### config.mk
export PLATFORM = sky130hd
export DESIGN_NAME = block_data_mem
export DESIGN_NICKNAME = d
export VERILOG_FILES = /design/src/rtl/dmem_pkg.sv /design/src/rtl/dmem_array.sv /design/src/rtl/block_data_mem.sv
export SDC_FILE = /design/constraint.sdc
export NUM_CORES = 2
export LEC_CHECK = 0
export BUFFER_PORTS_ARGS = -buffer_cell sky130_fd_sc_hd__buf_2
export CORE_MARGIN = 2
export CORE_UTILIZATION = 65
export DETAILED_ROUTE_END_ITERATION = 16
export PLACE_DENSITY = 0.82
export SKIP_LAST_GASP = 1
export SLEW_MARGIN = 0
export SYNTH_ARGS = -nofsm -noshare
export SYNTH_HDL_FRONTEND = slang
export SYNTH_SLANG_ARGS = --single-unit
### constraint.sdc
create_clock -name clock -period 7.97 [get_ports clock]
set_clock_uncertainty 0.1 [all_clocks]
set_input_delay 1.594 -clock clock [delete_from_list [all_inputs] [get_ports clock]]
set_output_delay 1.594 -clock clock [all_outputs]
set_load 0.05 [all_outputs]
### src/rtl/dmem_pkg.sv
// Shared types and sizes for the block data memory: FSM states, block/address widths.
package dmem_pkg;
    localparam int BLOCK_W    = 32;
    localparam int BADDR_W    = 6;
    localparam int DMEM_DEPTH = 64;

    typedef enum logic [1:0] {
        IDLE = 2'd0,
        BUSY = 2'd1,
        DONE = 2'd2
    } dmem_state_e;
endpackage

### src/rtl/dmem_array.sv
// Single-port block storage: synchronous write, synchronous read into an enabled output register.
module dmem_array
    import dmem_pkg::*;
#(
    parameter int DEPTH = DMEM_DEPTH
) (
    input  logic               clk_i,
    input  logic               rst_i,
    input  logic               we_i,
    input  logic               re_i,
    input  logic [BADDR_W-1:0] addr_i,
    input  logic [BLOCK_W-1:0] wdata_i,
    output logic [BLOCK_W-1:0] rdata_o
);
    // Contents are never reset; only the read register is.
    logic [BLOCK_W-1:0] mem_q [DEPTH] = '{default: '0};
    logic [BLOCK_W-1:0] rdata_q;

    always_ff @(posedge clk_i) begin
        if (we_i) begin
            mem_q[addr_i] <= wdata_i;
        end
    end

    always_ff @(posedge clk_i) begin
        if (rst_i) begin
            rdata_q <= '0;
        end else if (re_i) begin
            rdata_q <= mem_q[addr_i];
        end
    end

    assign rdata_o = rdata_q;
endmodule

### src/rtl/block_data_mem.sv
// Block-granular data memory behind the data cache: fixed-latency access via an
// IDLE/BUSY/DONE handshake on busywait, with request fields latched at the start edge.
module block_data_mem
    import dmem_pkg::*;
#(
    parameter int ACCESS_CYCLES = 5,
    parameter int DEPTH         = DMEM_DEPTH
) (
    input  logic               clock,
    input  logic               reset,
    input  logic               read,
    input  logic               write,
    input  logic [BADDR_W-1:0] address,
    input  logic [BLOCK_W-1:0] writedata,
    output logic [BLOCK_W-1:0] readdata,
    output logic               busywait
);
    dmem_state_e        state_q, state_d;
    logic [7:0]         cnt_q, cnt_d;
    logic [BADDR_W-1:0] addr_q, addr_d;
    logic [BLOCK_W-1:0] wdata_q, wdata_d;
    logic               wr_q, wr_d;
    logic               acc_en;

    always_comb begin
        state_d  = state_q;
        cnt_d    = cnt_q;
        addr_d   = addr_q;
        wdata_d  = wdata_q;
        wr_d     = wr_q;
        busywait = 1'b0;
        acc_en   = 1'b0;
        case (state_q)
            IDLE: begin
                busywait = read | write;
                if (read | write) begin
                    state_d = BUSY;
                    cnt_d   = 8'(ACCESS_CYCLES - 1);
                    addr_d  = address;
                    wdata_d = writedata;
                    wr_d    = write;  // write wins over a simultaneous read
                end
            end
            BUSY: begin
                busywait = 1'b1;
                if (cnt_q == 8'd0) begin
                    acc_en  = 1'b1;
                    state_d = DONE;
                end else begin
                    cnt_d = cnt_q - 8'd1;
                end
            end
            DONE:    state_d = IDLE;
            default: state_d = IDLE;
        endcase
    end

    always_ff @(posedge clock) begin
        if (reset) begin
            state_q <= IDLE;
            cnt_q   <= '0;
            addr_q  <= '0;
            wdata_q <= '0;
            wr_q    <= 1'b0;
        end else begin
            state_q <= state_d;
            cnt_q   <= cnt_d;
            addr_q  <= addr_d;
            wdata_q <= wdata_d;
            wr_q    <= wr_d;
        end
    end

    // Gate the write with reset so an aborted write-back never lands in storage.
    dmem_array #(.DEPTH(DEPTH)) u_array (
        .clk_i   (clock),
        .rst_i   (reset),
        .we_i    (acc_en & wr_q & ~reset),
        .re_i    (acc_en & ~wr_q),
        .addr_i  (addr_q),
        .wdata_i (wdata_q),
        .rdata_o (readdata)
    );
endmodule

==> flow_metrics.py <==
metrics = {
    "run_status": {
        "status": "finished, final reports clean",
    },
    "worst_setup_path": {
        "critPathArrivalTime_ns": 5.22,
        "crit_cells": 8,
        "crit_start": "addr_q[2]",
        "reg2reg_depth": 8,
        "required_ns": 8.54,
        "timing.critical_path.max_delay_family": "compound AO/OA/AOI/OAI gates",
        "reg2reg_to": "u_array.rdata_o[16]",
        "cp_max_fo": 90,
        "crit_buf_inv": 2,
        "crit_path_top_delay_cell": "a2111oi_0",
        "crit_top_cell": "o21ai_0",
        "crit_type": "reg -> reg",
        "cpPeakStageDelay_ns": 0.86,
        "reg2reg_slack_ns": 3.32,
        "cp-end-kind": "flop",
        "r2r_start": "addr_q[2]",
        "cp-start-kind": "flop",
        "crit_path_end": "u_array.rdata_o[16]",
        "crit_chain": "buf_12 > and2_4 > buf_4 > a221oi_1 > o21ai_0 > o21ai_0 > a2111oi_0 > a211oi_1",
    },
    "timing": {
        "drv_slew": 0,
        "fin_crit_ns": 4.65,
        "rsz0062_at_grt": "no",
        "timing.fmax_ghz": 0.215,
        "relSlewSlack_pct": 7.78,
        "setup-tns-final_ns": 0,
        "post-route-period-util_pct": 58.4,
        "hold_viol": 0,
        "setup_viol_count_final": 0,
        "whs_ns": 0.355,
        "tightest_slew_ns": 1.38,
    },
    "placed_design": {
        "dp_cells": 5977,
        "portBuffers": 74,
        "place.gp.congestion": 0.949,
        "dp_hpwl_um": 134000,
        "dpl_cell_area_um2": 84200,
    },
    "logic_synthesis": {
        "synth_edf_count": 2048,
        "syn_inst": 4484,
        "synth_seq_cells": 2129,
        "synth_seq_area_share_pct": 76.9,
        "synth_fp_nets": 4528,
        "syn_area_um2": 82100,
        "synthTopCellsByArea": "edfxtp_1 75%, mux4_2 3.3%, mux2_2 3.0%",
        "ys.flop_type": "edfxtp_1",
        "yosys_warnings": 0,
        "async_flop_share_pct": 0,
        "yosys.cell_types.count": 74,
        "yosysTopAreaCellShare_pct": 74.9,
        "avgSynthCellArea_um2": 18.3,
        "synth_area_leader_cell": "edfxtp_1",
    },
    "power": {
        "power_density_nw_per_um2": 309,
        "leakage_nw": 28.2,
        "ir_drop_mv": 0.425,
    },
    "final_layout": {
        "nFillCells": 6886,
        "stdcell_count": 6337,
        "area_delta_synth_final_pct": 10.0,
        "final_nets": 4567,
        "drive_above_1_share_pct": 19.9,
        "fin_area_um2": 90300,
        "final_cell_mix": "2,048 x edfxtp_1, 233 x a221oi_1, 231 x mux2i_1, 221 x mux2_2, 203 x a22oi_1",
        "final_common_cell": "edfxtp_1",
        "fin_util_pct": 72.0,
    },
    "routing": {
        "drt_pass1_iterations": 8,
        "post_drt_wl_per_cell_um": 37.7,
        "vias_per_cell": 7.55,
        "ant_nets": 0,
        "vias": 47800,
        "drc": 0,
        "dr.first_iter.drc_count": 9652,
        "drt_wl_total_um": 239000,
    },
    "floorplanning": {
        "fp.dieH_um": 359,
        "dieArea_um2": 129000,
        "ioPinCount": 75,
        "initial_core_util_pct": 65.5,
        "fp-row-count": 130,
        "die_w_um": 359,
        "coreArea_um2": 125000,
    },
    "clock_network": {
        "cts.clk_slew.worst_paths_ns": 0.07,
        "cts-root-buf": "clkbuf_16",
        "clk_path_buf_depth": 3,
        "cts_num_sinks": 2129,
        "cts_max_level": 4,
        "numCtsBuffers": 194,
        "cts_hold_buf": 0,
        "clock_latency_ns": 0.83,
        "postCtsSetupBuffers": 0,
        "cts_tree": "built",
        "postCtsResizedCells": 0,
    },
    "job": {
        "maxCapViolations": 0,
    },
    "grt": {
        "grt_usage_pct": 36.8,
        "grt_pass1_wl_um": 335000,
        "grt_max_degree": 137,
        "globalRoute.totalOverflow": 0,
        "antenna_found_initial": 15,
        "grt_pass1_vias": 45400,
    },
    "min_path": {
        "hold_path.class": "reg -> reg",
        "hp-start": "cnt_q[0]",
    },
}
-- per-stage QoR --
stage          total power, mW  setup WS [ns]
6_report                  27.9           3.32
5_1_grt                   28.3           3.30
4_1_cts                   27.6           3.59
3_5_place_dp              18.8           2.76
3_3_place_gp              18.6           2.82
2_1_floorplan             16.5           3.47
-- per-layer routing --
metal,vias up,part of all wire (%),global-route usage (%)
met5,-,0.038,0
met4,14,7.5,22.0
met3,887,16,13.5
met2,4553,44,53.6
met1,23800,32,48.0
li1,18600,-,-
-- synthesized netlist by cell type, types with 20 or more instances --
cell       number
a211oi_1       20
a21oi_1       129
a221o_1        44
a221oi_1      233
a22o_1         45
a22oi_1       203
a31oi_1        23
buf_2         122
buf_4          49
buf_6          37
clkbuf_1       97
dfxtp_1        81
edfxtp_1     2048
mux2_2        221
mux2i_1       231
mux4_2        121
nand2_1       163
nand3_1        30
nor2_1        156
o21ai_0        87
o22ai_1        99
o2bb2ai_1      20
-- kinds of logic after synthesis --
family                     after synthesis  synth area share (%)
and+or+nand+nor                        433                  2.36
muxes                                  586                  9.36
buffers and inverters                  330                  2.27
DFF                                   2129                  76.9
xor gates and xnor gates                 6                0.0640
adders and majority gates                2                0.0305
AOI/OAI and AO/OA                      998                  9.04
-- how the worst min path moves through the flow --
stage / end / slack, ns / cells after the start
5_1_grt: cnt_q[0] / 0.37 / 2
4_1_cts: cnt_q[0] / 0.35 / 2
6_report: cnt_q[0] / 0.36 / 2
3_3_place_gp: wdata_q[31] / 0.34 / 2
2_1_floorplan: cnt_q[0] / 0.33 / 2
3_5_place_dp: cnt_q[0] / 0.35 / 2
-- cell type report --
class	count	area, µm²	share of cell area [%]
clock inverters	103	848	0.939
flip-flops and latches	2129	63200	70.0
clock buffers	252	5230	5.79
inverters	6	31.3	0.0346
diodes	5	12.5	0.0139
well taps	1650	2060	2.29
repair buffers	167	1210	1.34
multi-input cells	2025	17700	19.6
-- registers in the layout, indices dropped and copies added, names as in the netlist --
name and flops:
u_array.mem_q 2048, state_q 2, u_array.rdata_o 32, wdata_q 32, wr_q 1, addr_q 6
cnt_q 8
-- tightest hold or removal path: stages, from the launching register on --
cell	delay, ns
dfxtp_1	0.31
nand2_1	0.05
a21oi_1	0.05
-- where the power goes --
part | switching, mW | internal [mW]
registers | 0.709 | 12.9
clock network | 4.06 | 4.96
logic | 3.82 | 1.46
total | 8.58 | 19.3
Note: power is estimated with default switching activity, not from simulation.
